==> config.mk <==
export PLATFORM = sky130hd
export DESIGN_NAME = io_input_conditioner
export DESIGN_NICKNAME = d
export VERILOG_FILES = /design/src/rtl/io_input_conditioner.sv
export SDC_FILE = /design/constraint.sdc
export NUM_CORES = 1
export LEC_CHECK = 0
export ABC_AREA = 1
export CORE_ASPECT_RATIO = 1.2
export CORE_MARGIN = 2
export CORE_UTILIZATION = 63
export DETAILED_ROUTE_END_ITERATION = 6
export DONT_BUFFER_PORTS = 1
export HOLD_SLACK_MARGIN = 0.03
export PLACE_DENSITY = 0.79
export SETUP_SLACK_MARGIN = 0.5
export SYNTH_ARGS = -nofsm -noshare
export SYNTH_HDL_FRONTEND = slang
export SYNTH_SLANG_ARGS = --single-unit
==> constraint.sdc <==
create_clock -name clk -period 1.7 [get_ports clk]
set_input_delay 0.085 -clock clk [delete_from_list [all_inputs] [get_ports clk]]
set_output_delay 0.085 -clock clk [all_outputs]
set_load 0.02 [all_outputs]
==> src/rtl/io_input_conditioner.sv <==
// Board switch/pushbutton conditioner: 2-flop sync, debounce, sticky press flags, registered CPU read port.
// Optional press counter enabled by defining KEY_PRESS_COUNT_EN.

module io_ic_debounce #(
    parameter int W               = 1,
    parameter int DEBOUNCE_CYCLES = 50000
) (
    input  logic         clk,
    input  logic         rst,
    input  logic [W-1:0] lvl_i,
    input  logic [W-1:0] prev_i,
    output logic [W-1:0] stable_d_o,
    output logic [W-1:0] stable_o
);
    localparam int CNT_W = (DEBOUNCE_CYCLES > 2) ? $clog2(DEBOUNCE_CYCLES) : 1;
    // Accept on the cycle the count would reach DEBOUNCE_CYCLES-1.
    localparam logic [CNT_W-1:0] CNT_LAST = CNT_W'(DEBOUNCE_CYCLES - 2);

    logic [CNT_W-1:0] cnt_q, cnt_d;
    logic [W-1:0]     stable_q, stable_d;

    always_comb begin
        cnt_d    = cnt_q;
        stable_d = stable_q;
        if (lvl_i != prev_i || lvl_i == stable_q) begin
            cnt_d = '0;
        end else if (cnt_q == CNT_LAST) begin
            stable_d = lvl_i;
            cnt_d    = '0;
        end else begin
            cnt_d = cnt_q + CNT_W'(1);
        end
    end

    always_ff @(posedge clk) begin
        if (rst) begin
            cnt_q    <= '0;
            stable_q <= '0;
        end else begin
            cnt_q    <= cnt_d;
            stable_q <= stable_d;
        end
    end

    assign stable_d_o = stable_d;
    assign stable_o   = stable_q;
endmodule

module io_input_conditioner #(
    parameter int SW_W            = 18,
    parameter int KEY_W           = 4,
    parameter int DEBOUNCE_CYCLES = 50000
) (
    input  logic             clk,
    input  logic             rst,
    input  logic [SW_W-1:0]  sw_in,
    input  logic [KEY_W-1:0] key_n_in,
    output logic [SW_W-1:0]  sw_stable,
    output logic [KEY_W-1:0] key_level,
    output logic [KEY_W-1:0] key_pending,
    input  logic             rd_en,
    input  logic [1:0]       rd_sel,
    output logic [31:0]      rd_data,
    output logic             rd_valid
);
    logic [SW_W-1:0]  sw_s1_q, sw_s2_q, sw_prev_q;
    logic [KEY_W-1:0] key_s1_q, key_s2_q, key_prev_q;
    logic [KEY_W-1:0] key_lvl_d, key_lvl_q, key_rise;
    logic [KEY_W-1:0] pend_q, pend_d, pend_clr;
    logic [SW_W-1:0]  sw_stable_d_unused;
    logic [31:0]      rd_data_q, rd_data_d;
    logic             rd_valid_q;

    // Key sync flops idle at 1 (released); key_prev_q holds the inverted, active-high level.
    always_ff @(posedge clk) begin
        if (rst) begin
            sw_s1_q    <= '0;
            sw_s2_q    <= '0;
            sw_prev_q  <= '0;
            key_s1_q   <= '1;
            key_s2_q   <= '1;
            key_prev_q <= '0;
        end else begin
            sw_s1_q    <= sw_in;
            sw_s2_q    <= sw_s1_q;
            sw_prev_q  <= sw_s2_q;
            key_s1_q   <= key_n_in;
            key_s2_q   <= key_s1_q;
            key_prev_q <= ~key_s2_q;
        end
    end

    io_ic_debounce #(.W(SW_W), .DEBOUNCE_CYCLES(DEBOUNCE_CYCLES)) u_sw_db (
        .clk        (clk),
        .rst        (rst),
        .lvl_i      (sw_s2_q),
        .prev_i     (sw_prev_q),
        .stable_d_o (sw_stable_d_unused),
        .stable_o   (sw_stable)
    );

    for (genvar i = 0; i < KEY_W; i++) begin : g_key_db
        io_ic_debounce #(.W(1), .DEBOUNCE_CYCLES(DEBOUNCE_CYCLES)) u_key_db (
            .clk        (clk),
            .rst        (rst),
            .lvl_i      (~key_s2_q[i]),
            .prev_i     (key_prev_q[i]),
            .stable_d_o (key_lvl_d[i]),
            .stable_o   (key_lvl_q[i])
        );
    end

    assign key_rise = key_lvl_d & ~key_lvl_q;

`ifdef KEY_PRESS_COUNT_EN
    logic [15:0] cnt_q, cnt_inc;

    always_comb begin
        cnt_inc = '0;
        for (int i = 0; i < KEY_W; i++) cnt_inc = cnt_inc + {15'd0, key_rise[i]};
    end

    always_ff @(posedge clk) begin
        if (rst) cnt_q <= '0;
        else     cnt_q <= cnt_q + cnt_inc;
    end
`endif

    always_comb begin
        rd_data_d = rd_data_q;
        pend_clr  = '0;
        if (rd_en) begin
            case (rd_sel)
                2'd0: rd_data_d = 32'(sw_stable);
                2'd1: rd_data_d = 32'(key_lvl_q);
                2'd2: begin
                    rd_data_d = 32'(pend_q);
                    pend_clr  = pend_q;
                end
`ifdef KEY_PRESS_COUNT_EN
                default: rd_data_d = {16'd0, cnt_q};
`else
                default: rd_data_d = 32'd0;
`endif
            endcase
        end
    end

    // A press landing on the clear edge survives: set wins over read-clear.
    assign pend_d = (pend_q & ~pend_clr) | key_rise;

    always_ff @(posedge clk) begin
        if (rst) begin
            pend_q     <= '0;
            rd_data_q  <= '0;
            rd_valid_q <= 1'b0;
        end else begin
            pend_q     <= pend_d;
            rd_data_q  <= rd_data_d;
            rd_valid_q <= rd_en;
        end
    end

    assign key_level   = key_lvl_q;
    assign key_pending = pend_q;
    assign rd_data     = rd_data_q;
    assign rd_valid    = rd_valid_q;
endmodule

* Word-level counts from Yosys, hierarchy flattened *
Cells that the tools add are included.

operators by class
  multiply operators = 0
  shift operators = 0
  $add $sub $neg = 5
  mux-type cells = 11
  bitwise gates (word level) = 11
  magnitude comparators = 0
  equal/unequal tests = 17
  reductions and logical operators = 12
  divide/modulo/power cells = 0

operators with widths
  operator               count
  $add 16x1->16 const B  5
  $eq 16x16->1 const B   5
  $pmux 18 s3            1
  $eq 18x18->1           1
  $ne 18x18->1           1
  $reduce_or 3->1        5
  $not 4->4              3
  $and 4x4->4            2
  $mux 1                 8
  $mux 4                 2
  $logic_or 1x1->1       5
  $not 1->1              5
  $eq 1x1->1             4
  $ne 1x1->1             4
  $or 4x4->4             1
  $eq 2x1->1 const B     1
  $eq 2x2->1 const B     1
  $logic_not 2->1        1
  $reduce_and 2->1       1

word-level totals
  latch bits = 0
  register bits after elaboration = 205
  bits of input ports = 27
  bits in writable memories = 0
  memories kept = 0
  output and inout port bits = 59
  memory bits (read-only) = 0

* Logic depth before layout (Yosys ltp) *
Gate-level depths: netlist (run 1).

  depth in word-level cells = 6
  mapped depth = 13

* Modules after synthesis *
From an unflattened synthesis (run 1), not the netlist that was laid out.

unflattened totals
  cells, all modules = 1320
  area total of the unflattened synthesis = 9550.4 um2

modules (own cells, without submodules)
  module                                      area an instance (um2)  times used  sequential area each (um2)  cells each
  io_ic_debounce at g_key_db[0].u_key_db ...  974.7                   4           340.3                       135
  io_input_conditioner                        3046.7                  1           1781.7                      336
  io_ic_debounce at u_sw_db                   2605.0                  1           680.7                       444

* Least setup slack after synthesis (run 1) *
OpenSTA, ideal clock, no wires.

  path type = register -> register
  start point = reg u_sw_db.stable_q[3], in the netlist u_sw_db.stable_o[3]
  end point = reg u_sw_db.cnt_q[7]
  data required time = 1.583 ns
  slack = 0.157 ns
  setup time = 0.117 ns
  clock period less this slack = 1.543 ns
  cell stages (with the launch flop) = 12
  arrival time = 1.426 ns
  path through = dfxtp_1 inv_1 nand2_1 nand2_1 nor2_1 nand2_1 nor2_2 nand3_2 and2_1 buf_6 nand2_8 nor2_2

between the ends
  longest elaborated chain between the ends = 3

ends and longest elaborated chain
  what                              RTL line  source
  start: declaration                20        logic [W-1:0] stable_q, stable_d;
  start signal: assignment          41        stable_q <= stable_d;
  $eq 18x18->1                      25        if (lvl_i != prev_i || lvl_i == stable_q) begin
  $logic_or 1x1->1                  25
  $reduce_or 3->1 (no source line)  -
  end signal: assignment            40        cnt_q <= cnt_d;
  end: declaration                  19        logic [CNT_W-1:0] cnt_q, cnt_d;

No other way between the ends.
A chain may end at the register's enable or synchronous reset.

* Worst setup path after layout (run 1) *
  start point = reg sw_prev_q[17]
  end point = reg u_sw_db.stable_q[7], in the netlist u_sw_db.stable_o[7]

between the ends
  longest elaborated chain between the ends = 4

ends and longest elaborated chain
  what                               RTL line  source
  start: declaration                 66        logic [SW_W-1:0] sw_s1_q, sw_s2_q, sw_prev_q;
  start signal: assignment           86        sw_prev_q <= sw_s2_q;
  $ne 18x18->1                       25
  $logic_or 1x1->1                   25
  $not 1->1 (no source line)         -
  $reduce_and 2->1 (no source line)  -

No other way between the ends.

==> results of run 1 <==
layout by cell type (no fill, tap or decap), types with 17 or more instances in the layout:
cell type      instances
nand3_2               17
inv_1                133
nand3_1               30
nor2_4                28
buf_6                 31
nor2_1               120
dfxtp_1              123
a21oi_1               29
a21oi_2               27
nand2_1              224
dfxtp_2               36
nand2_2               31
nor2_2                39
buf_4                 92
clkbuf_16             20
dfxtp_4               32
nand4_1               55
o21ai_0               17
inv_2                 43
dlygate4sd3_1         49
routing by layer:
layer  vias to the layer above  global-route usage, %  wire length (um)
met1                      4378                   34.1             10500
li1                       3991                      -                 -
met3                       281                   8.23              2940
met2                       760                   56.4             15400
met4                         0                   14.5              2550
met5                         -                      0                 0
critical path, stage by stage, from the launching register on:
cell	delay, ns
dfxtp_1	0.33
inv_1	0.10
nand2_1	0.08
nand2_1	0.09
nand2_1	0.07
nor2_2	0.14
nand3_2	0.13
nor2_4	0.23
buf_6	0.17
nand3_4	0.15
nand2_2	0.11
inv_2	0.04
nor2_1	0.14
area by class of cell:
cell class | count | area, um^2
clock buffers | 21 | 493
inverters | 182 | 698
fillers | 503 | 1230
flip-flops and latches | 191 | 3990
multi-input cells | 765 | 4730
well taps | 168 | 210
clock inverters | 10 | 98.8
repair buffers | 182 | 1720
stage by stage:
stage	setup slack (ns)	hold slack [ns]	setup TNS [ns]	power (mW)
2_1_floorplan	0.269	0.189	0	5.00
3_3_place_gp	0.113	0.165	0	4.99
3_5_place_dp	0.0764	0.171	0	5.00
4_1_cts	0.124	-0.273	0	9.07
5_1_grt	-0.359	-0.274	-5.58	9.41
6_report	-0.168	-0.271	-2.04	9.26
logic make-up after synthesis:
logic type | share of synthesized area, %
DFF | 45.1
buffers and inverters | 11.7
other | 0.0443
adders and majority gates | 1.48
and+or+nand+nor | 33.3
AOI/OAI and AO/OA | 5.78
xor gates and xnor gates | 2.59
power groups by stage:
stage / clock network, mW / registers (mW) / logic [mW]
after detailed placement: 0 / 4.70 / 0.299
after floorplan: 0 / 4.69 / 0.309
final: 4.12 / 4.58 / 0.551
after CTS: 4.02 / 4.59 / 0.464
after global placement: 0 / 4.70 / 0.294
after global routing: 4.24 / 4.59 / 0.581
sequential cells by signal, summed over array words and instances (netlist names):
register                    cells
g_key_db.u_key_db.cnt_q        64
rd_data                        18
sw_prev_q                      18
sw_s1_q                        18
sw_s2_q                        18
u_sw_db.stable_o               18
u_sw_db.cnt_q                  16
g_key_db.u_key_db.stable_o      4
key_pending                     4
key_prev_q                      4
key_s1_q                        4
key_s2_q                        4
rd_valid                        1
final timing paths:
check                                         startpoint                               end  slack (ns)
worst max register to register  sw_prev_q[17]$_SDFF_PP0_  u_sw_db.stable_o[7]$_SDFFE_PP0P_       -0.17
worst min-delay path                               rd_en           rd_data[8]$_SDFFE_PP0P_       -0.27
worst min register to register     sw_s1_q[6]$_SDFF_PP0_             sw_s2_q[6]$_SDFF_PP0_        0.40
worst max-delay path            sw_prev_q[17]$_SDFF_PP0_  u_sw_db.stable_o[7]$_SDFFE_PP0P_       -0.17
timing repair:
action / CTS / global route
endpoints found under the hold margin: 106 / 19
cloned: 8 / 1
gates resized for setup: 123 / 180
hold buffers: 52 / 1
setup buffers: 50 / 39
pin swaps: 69 / 77
setup endpoints to repair: 106 / 115
==> out/qor.txt, run 1 <==
status: complete, but fails checks
failing checks: hold timing, setup timing
P_sw: 2.28 mW
drt via density: 6.19
fin cells: 1519
CP endpoint kind: register
ys async rst share: 0%
IO Pins: 86
Vias: 9410
final core occ: 90.6%
maximum vdd drop: 872 uV
fraction of layout cells with a size suffix above 1: 36.9%
Final Hold Viols: 18
CTS Buf Count: 17
RSZ-0062 raised after global routing: yes
worst hold slack: -0.271 ns
CTS tree: built
WS Path Type: register to register
final worst slack: -0.168 ns
Critical Path Start Type: register
Row Count: 46
final WL: 31400 um
share of Yosys cell area claimed by the top area cell type: 45.1%
area delta synth->final: 41.0%
DPL Wire Length: 12300 um
DRC Markers: 0
TritonRoute pass-1 iters: 6
die height: 131 um
Initial Utilization: 64.3%
worst reg2reg path depth: 12
Critical Path RT: 2.06 ns
initial antenna violation count: 0
Clock Latency Late Sink: 0.45 ns
Routed WL per cell: 20.7 um
hold crit path type: input pin to register
grt ovf: 0
largest cells by area after synthesis: dfxtp_1 45%, nand2_1 11%, inv_1 7.5%
Iteration-0 DRC Markers: 1300
Max Root-Sink Buffers: 2
crit path DAT: 2.23 ns
CTS sink cnt: 191
Root Driver: clkbuf_16
Leak Pwr: 4.73 nW
combinational share of power: 6.0%
CP max FO: 7
Synth area leader: dfxtp_1
GPL Wtd Cong: 0.858
dpl cells: 1338
max_cap viols: 0
Inserted Diodes: 0
die footprint: 0.0144 mm^2
Avg Cell Area, Syn: 7.26 um^2
placed cell areas: 0.00899 mm^2
Clk pwr share: 44.5%
Mapped Area: 0.00847 mm^2
Synth Warn #: 0
Period minus WS final: 1.87 ns
fmax: 535 MHz
fin area: 0.0119 mm^2
H-tree levels: 4
die width: 110 um
Clock Skew: 0.0144 ns
PortBufs: 0
largest net degree at the start of global routing: 35
fin. max-slew vios: 0
Post-synth EDFFs: 0
Worst-path clk slew: 0.07 ns
Flop pwr share: 49.5%
gr usage total: 31.4%
first-pass GRT wire length: 35400 um
sequential share of the synthesized area: 45.1%
fin nets: 1376
setup violators final: 45
vias in the first global route: 7921
synthesis-stage register bit count: 191
post-synth cell types: 44
most frequent cell after synthesis: nand2_1
Synth Flop Type: dfxtp_1
ANT nets after route: 0
Final period util: 110%
sw frac: 24.7%
synth cell count leaders: 258 x nand2_1, 191 x dfxtp_1, 169 x inv_1
Power Internal: 6.97 mW
P per Cell Area: 775 mW/mm^2
Hold Path Cell Cnt: 1
Syn Inst Count: 1167
core footprint: 0.0132 mm^2
Note: power is estimated with default switching activity, not from simulation.
==> run 2: changes to the inputs <==
CTS_BUF_LIST = sky130_fd_sc_hd__clkbuf_8 sky130_fd_sc_hd__clkbuf_16   (was unset)
==> run 2 against run 1 <==
The flow still finishes with violations (hold timing, setup timing); fmax down 0.11%; cell count unchanged; clock-buffer cell count down 1; die area unchanged; global-route usage unchanged; non-clock buffer count unchanged; combinational power about the same; worst hold slack about the same; power about the same; critical path depth unchanged; design area unchanged; sequential power about the same; largest power group unchanged.
==> out/qor.txt, run 2 (synthesized netlist as in run 1, its figures left out) <==
pre-CTS worst setup slack: 0.0764 ns
Period minus WS final: 1.87 ns
initial antenna violation count: 0
Critical Path Start Type: register
most frequent cells in the layout: 224 x nand2_1, 134 x inv_1, 123 x dfxtp_1
CP endpoint kind: register
CTS sink cnt: 191
fmax: 535 MHz
fin area: 0.0119 mm^2
GPL Wtd Cong: 0.858
Power Internal: 6.97 mW
Routed WL per cell: 20.7 um
failing checks: hold timing, setup timing
DRC Markers: 0
setup violators final: 43
post-route total power: 9.25 mW
max_cap viols: 0
vias in the first global route: 7921
RSZ-0062 raised after global routing: yes
TritonRoute pass-1 iters: 6
P_sw: 2.28 mW
status: complete, but fails checks
Clk pwr share: 44.5%
grt ovf: 0
Worst path most repeated cell: nand2_1
die footprint: 0.0144 mm^2
Vias: 9400
Worst-path clk slew: 0.07 ns
drt via density: 6.19
Row Count: 46
dpl cells: 1338
core footprint: 0.0132 mm^2
Clock Latency Late Sink: 0.45 ns
Leak Pwr: 4.74 nW
IO Pins: 86
CTS Buf Count: 17
placed cell areas: 0.00899 mm^2
Initial Utilization: 64.3%
maximum vdd drop: 872 uV
Final Hold Viols: 18
hold crit path type: input pin to register
most common cell after layout, fill and taps aside: nand2_1
# fillers: 503
Largest Register: g_key_db.u_key_db.cnt_q
CP delay by family, top: simple AND/OR/NAND/NOR gates
area delta synth->final: 41.0%
die height: 131 um
max reg flops: 64
largest net degree at the start of global routing: 35
fin nets: 1376
Final period util: 110%
final core occ: 90.6%
Iteration-0 DRC Markers: 1299
sw frac: 24.7%
CTS tree: built
combinational share of power: 6.0%
CP max FO: 7
Clock Skew: 0.0139 ns
max incr delay on CP: 0.33 ns
critical-path cell list: inv_1 > nand2_1 > nand2_1 > nand2_1 > nor2_2 > nand3_2 > nor2_4 > buf_6 > nand3_4 > nand2_2 > inv_2 > nor2_1
die width: 110 um
PortBufs: 0
fraction of layout cells with a size suffix above 1: 36.9%
Max Root-Sink Buffers: 2
gr usage total: 31.4%
critical path buffer and inverter count: 3
worst hold slack: -0.271 ns
Inserted Diodes: 0
crit path DAT: 2.23 ns
H-tree levels: 4
final worst slack: -0.170 ns
fin cells: 1519
Critical Path RT: 2.06 ns
WS Path Type: register to register
fin. max-slew vios: 0
Slowest-stage cell, CP: dfxtp_1
P per Cell Area: 774 mW/mm^2
Flop pwr share: 49.6%
DPL Wire Length: 12300 um
ANT nets after route: 0
Root Driver: clkbuf_16
first-pass GRT wire length: 35400 um
final WL: 31400 um
-- run 2: changes by cell type in the layout (fill, tap and decap cells not counted), sizes merged --
| cell | previous run | this run |
|---|---|---|
| clkbuf | 22 | 21 |
| inv | 184 | 185 |
-- run 2: path summary, 6_finish.rpt --
| check | depth (start not counted) | endpoint | from | slack, ns |
|---|---|---|---|---|
| setup reg to reg | 12 | u_sw_db.stable_o[7]$_SDFFE_PP0P_ | sw_prev_q[17]$_SDFF_PP0_ | -0.17 |
| hold reg to reg | 2 | sw_s2_q[6]$_SDFF_PP0_ | sw_s1_q[6]$_SDFF_PP0_ | 0.40 |
| hold / removal | 1 | rd_data[8]$_SDFFE_PP0P_ | rd_en | -0.27 |
| setup / recovery | 12 | u_sw_db.stable_o[7]$_SDFFE_PP0P_ | sw_prev_q[17]$_SDFF_PP0_ | -0.17 |
-- run 2: cell type report --
class | count | area (um^2) | share of cell area (%)
timing repair buffer | 182 | 1720 | 14.4
multi-input combinational | 765 | 4730 | 39.6
sequential | 191 | 3990 | 33.4
inverter | 182 | 698 | 5.84
tap | 168 | 210 | 1.76
clock buffer | 20 | 489 | 4.10
clock inverter | 11 | 103 | 0.859
-- run 2: routing by layer --
layer / global-route usage, % / up-vias / part of all wire [%]
met4: 14.5 / 0 / 8.0
li1: - / 3990 / -
met2: 56.4 / 762 / 49
met1: 34.1 / 4368 / 33
met5: 0 / - / 0
met3: 8.23 / 280 / 9.3
-- run 2: what timing repair did --
action / 4_1_cts / 5_1_grt
cloned: 8 / 1
hold endpoints to repair: 106 / 19
pin swaps: 69 / 77
buffers inserted: 50 / 39
endpoints found under the setup margin: 106 / 115
gates resized for setup: 123 / 180
hold buffers: 52 / 1
-- run 2: per-stage QoR --
stage / hold WS (ns) / TNS, ns
6_report: -0.271 / -1.89
5_1_grt: -0.274 / -5.58
2_1_floorplan: 0.189 / 0
3_5_place_dp: 0.171 / 0
3_3_place_gp: 0.165 / 0
4_1_cts: -0.273 / 0
-- run 2: power by group through the flow --
stage / Sequential, mW / Clock [mW] / Combinational [mW]
after global routing: 4.59 / 4.23 / 0.581
after CTS: 4.59 / 4.01 / 0.464
final: 4.58 / 4.11 / 0.552
after global placement: 4.70 / 0 / 0.294
after detailed placement: 4.70 / 0 / 0.299
after floorplan: 4.69 / 0 / 0.309
